## src/rtl/uart_pkg.sv

```systemverilog
// Shared UART definitions: receiver state encoding, frame width and the
// default clock/bit-rate constants used by both the transmitter and receiver.
package uart_pkg;

  localparam int UART_DATA_W  = 8;
  localparam int DEF_CLK_FREQ = 50_000_000;
  localparam int DEF_BAUD     = 115200;

  typedef enum logic [1:0] {
    IDLE,
    START,
    DATA,
    STOP
  } rx_state_t;

  function automatic int baud_div(input int clk, input int baud);
    return clk / baud;
  endfunction

endpackage

```

## src/rtl/uart_sync_2ff.sv

```systemverilog
// Two-flop synchroniser for a single asynchronous input; the reset value is
// a parameter so an idle-high line does not look like activity after reset.
module uart_sync_2ff #(
  parameter logic RST_VAL = 1'b1
) (
  input  logic clk_i,
  input  logic rst_ni,
  input  logic d_i,
  output logic q_o
);

  logic meta_q;
  logic sync_q;

  always_ff @(posedge clk_i or negedge rst_ni) begin
    if (!rst_ni) begin
      meta_q <= RST_VAL;
      sync_q <= RST_VAL;
    end else begin
      meta_q <= d_i;
      sync_q <= meta_q;
    end
  end

  assign q_o = sync_q;

endmodule

```

## src/rtl/uart_rx_byte.sv

```systemverilog
// 8N1 serial receiver: synchronises the line, centre-samples each bit with an
// integer baud divider and emits one-cycle rx_valid / frame_err strobes.
module uart_rx_byte
  import uart_pkg::*;
#(
  parameter int CLK_FREQ = DEF_CLK_FREQ,
  parameter int BAUD     = DEF_BAUD
) (
  input  logic                   sys_clk,
  input  logic                   rst_n,
  input  logic                   uart_rx,
  output logic [UART_DATA_W-1:0] rx_data,
  output logic                   rx_valid,
  output logic                   frame_err,
  output logic                   rx_busy
);

  localparam int BAUD_DIV = baud_div(CLK_FREQ, BAUD);
  localparam int HALF_DIV = BAUD_DIV / 2;
  localparam int CNT_W    = $clog2(BAUD_DIV);

  localparam logic [CNT_W-1:0] CNT_FULL = CNT_W'(BAUD_DIV - 1);
  localparam logic [CNT_W-1:0] CNT_HALF = CNT_W'(HALF_DIV - 1);

  generate
    if (BAUD_DIV < 16) begin : g_div_check
      $error("uart_rx_byte: BAUD_DIV must be at least 16");
    end
  endgenerate

  logic sync_q;
  logic prev_q;
  logic fall;

  rx_state_t              state_q, state_d;
  logic [CNT_W-1:0]       cnt_q, cnt_d;
  logic [2:0]             bit_q, bit_d;
  logic [UART_DATA_W-1:0] shift_q, shift_d;
  logic [UART_DATA_W-1:0] data_q, data_d;
  logic                   valid_q, valid_d;
  logic                   ferr_q, ferr_d;

  uart_sync_2ff #(
    .RST_VAL(1'b1)
  ) u_sync (
    .clk_i (sys_clk),
    .rst_ni(rst_n),
    .d_i   (uart_rx),
    .q_o   (sync_q)
  );

  always_ff @(posedge sys_clk or negedge rst_n) begin
    if (!rst_n) begin
      prev_q <= 1'b1;
    end else begin
      prev_q <= sync_q;
    end
  end

  assign fall = prev_q & ~sync_q;

  always_comb begin
    state_d = state_q;
    cnt_d   = (cnt_q == CNT_FULL) ? '0 : cnt_q + 1'b1;
    bit_d   = bit_q;
    shift_d = shift_q;
    data_d  = data_q;
    valid_d = 1'b0;
    ferr_d  = 1'b0;
    case (state_q)
      IDLE: begin
        if (fall) begin
          state_d = START;
          cnt_d   = '0;
        end
      end
      START: begin
        // A line that is high again at the start-bit centre was only a glitch.
        if (cnt_q == CNT_HALF) begin
          cnt_d = '0;
          if (!sync_q) begin
            state_d = DATA;
            bit_d   = '0;
          end else begin
            state_d = IDLE;
          end
        end
      end
      DATA: begin
        if (cnt_q == CNT_FULL) begin
          shift_d = {sync_q, shift_q[UART_DATA_W-1:1]};
          if (bit_q == 3'd7) begin
            state_d = STOP;
            cnt_d   = '0;
          end else begin
            bit_d = bit_q + 3'd1;
          end
        end
      end
      STOP: begin
        // Leaving at the stop-bit centre lets a back-to-back start edge be seen.
        if (cnt_q == CNT_FULL) begin
          state_d = IDLE;
          cnt_d   = '0;
          if (sync_q) begin
            data_d  = shift_q;
            valid_d = 1'b1;
          end else begin
            ferr_d = 1'b1;
          end
        end
      end
      default: begin
        state_d = IDLE;
        cnt_d   = '0;
      end
    endcase
  end

  always_ff @(posedge sys_clk or negedge rst_n) begin
    if (!rst_n) begin
      state_q <= IDLE;
      cnt_q   <= '0;
      bit_q   <= '0;
      data_q  <= '0;
      valid_q <= 1'b0;
      ferr_q  <= 1'b0;
    end else begin
      state_q <= state_d;
      cnt_q   <= cnt_d;
      bit_q   <= bit_d;
      data_q  <= data_d;
      valid_q <= valid_d;
      ferr_q  <= ferr_d;
    end
  end

  always_ff @(posedge sys_clk) begin
    shift_q <= shift_d;
  end

  assign rx_data   = data_q;
  assign rx_valid  = valid_q;
  assign frame_err = ferr_q;
  assign rx_busy   = (state_q != IDLE);

endmodule

```

## config.mk

```make
export PLATFORM = sky130hd
export DESIGN_NAME = uart_rx_byte
export DESIGN_NICKNAME = d
export VERILOG_FILES = /design/src/rtl/uart_pkg.sv /design/src/rtl/uart_sync_2ff.sv /design/src/rtl/uart_rx_byte.sv
export SDC_FILE = /design/constraint.sdc
export NUM_CORES = 1
export LEC_CHECK = 0
export ABC_AREA = 0
export CAP_MARGIN = 20
export CORE_MARGIN = 2
export CORE_UTILIZATION = 55
export CTS_CLUSTER_DIAMETER = 50
export DETAILED_ROUTE_END_ITERATION = 7
export GPL_ROUTABILITY_DRIVEN = 0
export PLACE_DENSITY = 0.79
export SYNTH_ARGS = -nofsm -noshare
export SYNTH_HDL_FRONTEND = slang
export SYNTH_SLANG_ARGS = --single-unit
```

## constraint.sdc

```tcl
create_clock -name sys_clk -period 1.94 [get_ports sys_clk]
set_input_delay 0.194 -clock sys_clk [delete_from_list [all_inputs] [get_ports sys_clk]]
set_output_delay 0.194 -clock sys_clk [all_outputs]
set_load 0.01 [all_outputs]
```

# Yosys cells after proc, flatten, opt, wreduce, memory -nomap -nowiden
# Cells that the tools add are included.
[classes]
addsub = 2
eq_ne = 13
mux = 25
n_bitwise = 2
reduce_logical = 7
[op_table]
columns = ["op", "count"]
rows = [
  ["2-to-1 mux 9 bit", 6],
  ["case mux 9 bit (4 select lines)", 1],
  ["!= test 2 bit (second input constant)", 7],
  ["2-to-1 mux 2 bit", 6],
  ["2-to-1 mux 3 bit", 4],
  ["AND reduction 5 bit", 2],
  ["adder 9 x 1 -> 9 bit (second input constant)", 1],
  ["== test 9 x 8 -> 1 bit (second input constant)", 1],
  ["== test 9 bit (second input constant)", 1],
  ["case mux 2 bit (4 select lines)", 1],
  ["2-to-1 mux 1 bit", 6],
  ["case mux 3 bit (2 select lines)", 1],
  ["== test 2 bit (second input constant)", 2],
  ["nonzero test 2 bit", 2],
  ["adder 3 x 1 -> 3 bit (second input constant)", 1],
  ["== test 3 bit (second input constant)", 1],
  ["AND reduction 3 bit", 1],
  ["== test 2 x 1 -> 1 bit (second input constant)", 1],
  ["zero test 2 bit", 1],
  ["AND reduction 2 bit", 1],
  ["bitwise AND 1 bit", 1],
  ["NOT 1 bit", 1],
]
[word_totals]
reg_bits = 35
input_bits = 3
output_inout_bits = 11
elab_cells = 59

# Depth between registers and ports, before layout
# Gate-level depths: netlist of the first run.
[logic_depth]
word_depth = 5
mapped_depth = 6
depth_no_buf = 5

# By module
# From an unflattened synthesis of the first run, not the netlist that was laid out.
[hier_totals]
cells_unflattened = 117
hier_area_um2 = 1478.9
[modules_own_cells]
columns = ["module", "n_inst", "cells_each", "area_each_um2", "seq_area_each_um2"]
rows = [
  ["uart_rx_byte", 1, 115, 1426.4, 867.1],
  ["uart_sync_2ff", 1, 2, 52.6, 52.6],
]

# Worst setup path before layout of the first run
# OpenSTA, ideal clock, no wires.
[synth_path]
path_kind = "reg2reg"
startpoint = "reg bit_q[0]"
endpoint = "reg bit_q[1]"
setup_time_ns = 0.136
arrival_time_ns = 1.565
required_time_ns = 1.804
path_slack_ns = 0.239
stages_incl_launch_ff = 6
path_buffers = 0
synth_period_minus_slack_ns = 1.701
cell_sequence = "dfrtp_1 > ha_1 > ha_1 > or3b_1 > or3_4 > mux2i_1"
[synth_via]
elab_chain_cells = 4
word_cells_on_any_way = 7
classes_between = "add/sub: 1; eq/ne: 2; mux: 3; reduce/logical: 1"
[synth_rtl]
columns = ["item", "line", "rtl"]
rows = [
  ["from (decl)", "uart_rx_byte.sv:37", "logic [2:0] bit_q, bit_d;"],
  ["from (signal assigned)", "uart_rx_byte.sv:131", "bit_q <= bit_d;"],
  ["adder 3 x 1 -> 3 bit", "uart_rx_byte.sv:96", "bit_d = bit_q + 3'd1;"],
  ["2-to-1 mux 3 bit", "uart_rx_byte.sv:92", "if (bit_q == 3'd7) begin"],
  ["2-to-1 mux 3 bit", "uart_rx_byte.sv:90", "if (cnt_q == CNT_FULL) begin"],
  ["case mux 3 bit (2 select lines)", "uart_rx_byte.sv:70", "case (state_q)"],
]
# Several ways; a longest one is shown, not always the timed one. The select of a mux whose other input is x is not followed.
# A chain may end at the register's enable or synchronous reset.

# Worst setup path after layout of the first run
# Same ends and word-level chain as after synthesis.

==> summary.md, run 1 <==
For the finished layout, the period the worst path requires is 1.806 ns. The tree is rooted in a clkbuf_4. After synthesis the netlist holds a flip-flop and latch count of 35. Across the VDD grid, the largest voltage drop is 0.0007691 V. Multiplexer cells account for 7.120% of the synthesized area.

The signal on the critical path passes through ha_1 -> ha_1 -> or3b_1 -> or3_4 -> mux2i_1. Adding up every negative setup slack in the final design gives 0 ns. dfrtp_1 takes more of the synthesized area than any other cell. The most prevalent standard cell on the critical path was ha_1. The endpoint identified for the worst register-to-register timing path is bit_q[1]. The post-synth net total is 121, and the number of flops mapped to enable cells by yosys is 8. Across all layers, the routed design uses 1012 vias. Data on the critical path is required at its endpoint by 2.15 ns. In this run the static leakage power is 0.7870 nW. Most common flop cell mapped by yosys: dfrtp_1.

On the final layout, the worst clock skew is 0.01085 ns. The overall die height is 57.03 microns. The synthesized netlist contains 39 unique library cells. The run gives 4 as the number of detailed-routing iterations run before antenna repair. The area growth from synthesis to layout is 19.09%.

Counting cells, the worst reg-to-reg path comes to 5. The tools report the overflow left after global routing as 0. For the clock insertion delay at the later pin of the skew report, the log shows 0.34 ns. Headroom to the max-slew limit came out at 70.54%.

Top fanout value on the critical path: 3. The xor/xnor cell area share of the yosys netlist was 1.699%. The TritonCTS sink count came out at 35.

Leaving out fill and tap cells, the most frequent cell in the layout is dfrtp_1. The run gives 919.6 sq um as the sequential standard cell area. The initialized floorplan defines 19 standard-cell rows.

The count of boundary I/O pins came out at 14. Dividing the synthesized area by the synthesized cell count gives 13.69 sq um. Gates resized during post-CTS repair numbered 0. The logs give 0 for the final-report hold violation count and 0 for the count of final max-slew check failures. Setup repair after global routing left no endpoint under its margin. The logs give 28 for the maximum number of pins on one net before global-route repair and 211 for the number of inserted filler cells in the final layout. The delay contributed by the slowest stage of the critical path was 0.41 ns; the adder and majority cell fraction of the synthesized area was 4.045%. The share of the Yosys chip area taken by registers is 59.47%. The tools report the fmax as 553.8 MHz. The combined area of all synthesized cells was 0.001546 sq mm. After detailed routing, the average wire length per cell comes to 16.34 microns. The run gives 1885 microns as the final HPWL from detailed placement.

In the final layout, the share of cells above drive strength 1 is 22.06%. Sorting the synthesized cells by area gives the leading types as dfrtp_1 (39%), edfxtp_1 (16%), mux2_2 (5.8%). The dominant combinational cell family by area after synthesis is simple AND/OR/NAND/NOR gates.

The worst setup path is of the flip-flop to flip-flop kind. For the number of DRC markers in iteration 0, the log shows 36. In the layout the commonest cells are dfrtp_1 (24), clkdlybuf4s50_1 (13), mux2_2 (8), edfxtp_1 (8). The run gives 1095 as the number of global-route vias before repair. Measured along the x axis, the die boundary spans 57.03 microns. The tools report the reg2reg setup slack as 0.13 ns.

The number of buffers on the longest clock path is 2, and the buffers plus inverters on the worst setup path is 0. The core region is 0.002710 sq mm. The final routed DRC violation total was 0. The multi-input logic area is 599.3 sq um. For this run, the number of Yosys warnings is 0. Dividing the detail-routed via count by the number of cells gives 6.060.

The cell count after synthesis came out at 113. The setup-violating endpoint count in the final report was 0. The tools report the first-pass GRT wire length as 4788 microns. The number of setup buffers added after CTS was 0; the async set-reset flop share out of synthesis was 77.14%. The path class of the lowest-slack min-delay path is input port to asynchronous set/reset pin. The slowest stage of the critical path belongs to the cell dfrtp_1. After clock tree synthesis, the flow added hold-fix buffers numbering 0. The run finished with clean final reports. The number of CTS-inserted buffers is 5. The total power draw came out at 1.841 mW. For this run, the total global-route usage over all layers was measured as 19.38%. Startpoint of the worst register-to-register path: bit_q[0]. The repair_antennas step left the layout with diodes totalling 0. For the initial antenna violation count, the log shows 0. The run gives 0 as the number of nets still failing antenna checks after routing. The number of port buffers came out at 13. At the pin with the least slew margin, the transition time is 0.4404 ns. Number of H-tree branching levels: 2. Dividing the final minimum period by the clock period gives 93.08%. The die covers 0.003252 sq mm. Data arrives at the worst endpoint at 2.02 ns. Grouping stages by cell kind, the critical path spends the most delay in simple AND/OR/NAND/NOR gates.

For this configuration, the core starts out at a cell density of 57.06%. The critical path depth in cells was 5; the area fraction in compound gates after synthesis was 7.605%. For this run, the post-layout net count is 143. The basic-gate share of the synthesized area counting and, or, nand and nor cells is 18.28%, and the clock input transition at the sequential cells of the worst setup and hold paths is 0.11 ns. STA classifies the critical path startpoint as a flip-flop. The tool flagged a number of max-cap violations equal to 0.

The share of the synthesized area in the top cell type is 38.83%. The power density relative to cell area is 999.5 mW/mm^2. TritonCTS built the clock tree.

After detailed routing, the total wire length is 2728 microns. The worst setup path is captured at a flip-flop.
## cell families (layout without fill, tap and decap cells)
| logic type | after synthesis | after routing |
|---|---|---|
| AO/OA/AOI/OAI | 17 | 17 |
| adder cells (fa/ha/maj) | 5 | 5 |
| buffers and inverters | 7 | 30 |
| XOR/XNOR | 3 | 3 |
| multiplexers | 10 | 10 |
| flip-flops | 35 | 35 |
| AND/OR/NAND/NOR | 36 | 36 |
## how the worst max path moves through the flow
stage,startpoint,endpoint,slack [ns]
after floorplan,bit_q[0],bit_q[1],0.24
after global placement,bit_q[0],bit_q[1],0.21
after detailed placement,bit_q[0],bit_q[2],0.15
after CTS,bit_q[0],bit_q[1],0.14
after global routing,cnt_q[0],cnt_q[2],0.04
final,bit_q[0],bit_q[1],0.13
## area by class of cell
type                    instances  share of cell area, %
inverters                       5                  1.019
clock inverters                 3                  3.668
flip-flops and latches         35                  49.93
multi-input cells              71                  32.54
clock buffers                   5                  2.038
repair buffers                 17                  8.696
well taps                      31                  2.106
## synthesized netlist by cell type (2+ instances only)
library cell,count
a211oi_1,4
dfrtp_1,24
dfstp_2,3
edfxtp_1,8
ha_1,5
inv_1,5
mux2_2,8
mux2i_1,2
nand2_1,3
nand3_1,5
nand4_1,2
nor2b_1,2
nor3_1,4
nor3_4,2
nor4_1,2
o21ai_0,5
o31ai_1,2
o41ai_1,2
or3_1,3
or4_1,2
xor2_1,2
## registers in the layout, indices dropped and copies added, names as in the netlist, named ones only
| signal | count |
|---|---|
| shift_q | 8 |
| u_sync.meta_q | 1 |
| frame_err | 1 |
| rx_valid | 1 |
| cnt_q | 9 |
| state_q | 1 |
| prev_q | 1 |
| u_sync.q_o | 1 |
| rx_data | 8 |
| bit_q | 3 |
## report_power, final
part           switching, mW  internal [mW]
combinational          0.121          0.130
clock                  0.246          0.401
sequential             0.118          0.826
## through the flow
stage	setup slack [ns]	area, sq um	util, %	hold WS, ns	cells
after floorplan	0.2387	1546	-	-0.1016	113
after global placement	0.2095	1737	64.08	0.3459	159
after detailed placement	0.1509	1737	64.08	0.3520	159
after CTS	0.1419	1842	67.96	0.2196	167
after global routing	0.04437	1842	67.96	0.2540	167
final	0.1343	1842	67.96	0.2213	167
## metal layers
| layer | up-vias | track usage [%] | wire length, microns |
|---|---|---|---|
| li1 | 469 | - | - |
| met1 | 507 | 23.36 | 1133 |
| met2 | 29 | 33.17 | 1416 |
| met3 | 7 | 4.308 | 115 |
| met4 | 0 | 8.970 | 61 |
| met5 | - | 0 | 0 |
Power figures use the tool's default switching activity.
==> run 2, diff against run 1 <==
GPL_TIMING_DRIVEN = 1   (was not set)
SKIP_CTS_REPAIR_TIMING = 1   (was not set)
==> results of run 2 <==
Same layout as run 1: the final DEF is identical, and so are final timing and power.
==> run 3, diff against run 2 <==
CORE_UTILIZATION = 60   (was 55)
PLACE_DENSITY = 0.85   (was 0.79)
clock period = 2.1 ns   (was 1.94 ns; I/O delays follow)
==> run 3 against run 2 <==
Combinational power fell by 9.6%. Sequential cell count did not move. Critical path type unchanged. Register-to-register slack improved by 0.11 ns.
==> summary.md, run 3 (same netlist as run 1, synthesis figures left out) <==
For this run, the total global-route usage over all layers was measured as 23.08%. For the maximum number of pins on one net before global-route repair, the log shows 28. The delay contributed by the slowest stage of the critical path is 0.42 ns, and the final HPWL from detailed placement is 2080 microns. For flop-to-flop paths, the worst setup slack is 0.25 ns. Critical path data arrival time: 2.05 ns. The run gives 0 as the number of antenna cells inserted.

The slowest cell on the critical path is dfrtp_1. The register with the most flip-flops is cnt_q. For the final-report hold violation count, the log shows 0.

The worst-case clock skew was 0.008111 ns. Area growth from synthesis to layout: 14.64%. The remaining max-slew budget at the tightest pin was 72.49%. The tools report the capturing instance or port of the critical path as bit_q[1].

The worst setup path is launched from a flip-flop. Most common cell after layout, fill and taps aside: dfrtp_1. The cell family contributing the most delay on the critical path is simple AND/OR/NAND/NOR gates. The tools report the TritonCTS sink count as 35.

The tools report the initial core utilization as 63.00%. The width of the die is 54.77 microns. The count of boundary I/O pins was 14. The startpoint of the worst register-to-register path is bit_q[0]. The tools report the count of final max-slew check failures as 0. For this run, design rule violations remaining after detail routing come to 0. The run gives 140 as the final-stage net count. The slew at the pin with the worst max-slew slack was 0.4114 ns; the post-layout minimum cycle time was 1.854 ns. Across all setup checks in the final design, the least slack found is 0.2457 ns.

The first global-routing pass estimated 4726 microns of wire. Before CTS, the worst setup slack after placement is 0.2482 ns. For the fmax, the log shows 539.3 MHz. The tree is rooted in a clkbuf_4. Detailed routing inserted a total of 986 vias. The layout cell share with drive strength beyond 1 is 19.55%. The logs give 0 for the overflow left after global routing and 1013 for the number of global-route vias before repair. After floorplanning, the core was sized to cover 0.002455 sq mm.

The routed wire length per instance is 16.72 microns, and the number of CTS-inserted buffers is 5. The overall die height is 54.77 microns. Dividing the final minimum period by the clock period gives 88.30%. The buffers plus inverters on the worst setup path came out at 0. Summed over all layers, the routed wires come to 2726 microns.

The detailed-route vias per instance was 6.049. The initial antenna violation count is 0, and the leakage power total is 0.7558 nW. The run gives 0 as the number of maximum-capacitance constraint violations. The cell count of the worst reg-to-reg path was 5.

The flow ran to the end, and the final reports show no timing, DRC or antenna violations. The layout has 165 filler cells. In this run the worst path has a maximum fanout of 3. The first detailed-routing pass ran for 4 iterations. Traced cell by cell, the critical path runs through ha_1 -> ha_1 -> or3b_1 -> or3_4 -> mux2i_1.

The run gives 18 as the number of cell rows. Setup repair after global routing left no endpoint under its margin. The logs give 0.003000 sq mm for the die area and 2 for the number of H-tree branching levels. By startpoint and endpoint, the worst setup path is classified as flip-flop to flip-flop. The critical path depth in cells came out at 5.

The endpoint identified for the worst register-to-register timing path is bit_q[1]. The number of nets still failing antenna checks after routing was 0; the clock input transition at the sequential cells of the worst setup and hold paths was 0.10 ns. Setup total negative slack on the finished layout was measured at 0 ns. The cell that appears most often on the critical path is ha_1. The logs give 2.30 ns for the data required time at the worst endpoint and 163 for the filler-free cell count of the finished design.

Setup violations remaining at the end of the flow were counted as 0. The path class of the lowest-slack min-delay path is input port to asynchronous set/reset pin. STA classifies the critical path endpoint as a flip-flop.

The number of port buffers came out at 13. The top cell types in the final layout, fill and taps aside, are dfrtp_1 (24), clkdlybuf4s50_1 (13), mux2_2 (8), edfxtp_1 (8). After detailed placement, the design holds a cell count of 155.

For the clock insertion delay at the later pin of the skew report, the log shows 0.33 ns. After layout, the design draws a total of 1.465 mW. The number of buffers on the longest clock path was 2; the flip-flop count of the largest register, all copies and words added was 9. For the peak supply drop, the log shows 0.0007355 V. The power density relative to cell area is 826.2 mW/mm^2. For the number of DRC markers in iteration 0, the log shows 21. TritonCTS built the clock tree.

Tracing the worst setup path back leads to its startpoint at bit_q[0].
run 3: cell types whose count changed in the layout (fill, tap and decap cells not counted), sizes merged:
cell      change
clkinvlp      -1
clkbuf        +2
buf           -3
bufinv        -2
clkinv        +1
run 3: layer usage:
| metal | GRT usage [%] | part of all wire, % | up-vias |
|---|---|---|---|
| met5 | 0 | 0 | - |
| met3 | 5.738 | 3.9 | 7 |
| li1 | - | - | 468 |
| met4 | 8.750 | 1.6 | 0 |
| met1 | 28.85 | 44 | 486 |
| met2 | 38.29 | 51 | 25 |
run 3: layout make-up:
cell class	instances	area [sq um]	area share, %
multi-input combinational	71	599.3	33.80
clock buffer	7	55.05	3.105
inverter	5	18.77	1.059
sequential	35	919.6	51.87
tap	30	37.54	2.117
clock inverter	1	5.005	0.2823
timing repair buffer	14	137.6	7.763
run 3: worst min path at each step:
| stage | cells after the start | from | slack, ns | end |
|---|---|---|---|---|
| 2_1_floorplan | 0 | rst_n | -0.09 | asynchronous set/reset pin |
| 3_3_place_gp | 0 | u_sync.meta_q | 0.35 | u_sync.q_o |
| 3_5_place_dp | 0 | u_sync.meta_q | 0.35 | u_sync.q_o |
| 4_1_cts | 2 | rst_n | 0.24 | rx_data[3] |
| 5_1_grt | 2 | rst_n | 0.27 | asynchronous set/reset pin |
| 6_report | 2 | rst_n | 0.24 | rx_data[3] |
run 3: report_power, final:
group	switching, mW	total (mW)	internal [mW]
sequential	0.109	0.873	0.763
clock	0.204	0.366	0.162
combinational	0.107	0.226	0.119
run 3: stage by stage:
stage / cell area (sq um) / hold WS (ns) / utilization [%]
3_3_place_gp: 1713 / 0.3462 / 69.78
6_report: 1773 / 0.2378 / 72.22
4_1_cts: 1773 / 0.2388 / 72.22
2_1_floorplan: 1546 / -0.08559 / -
5_1_grt: 1773 / 0.2732 / 72.22
3_5_place_dp: 1713 / 0.3482 / 69.78
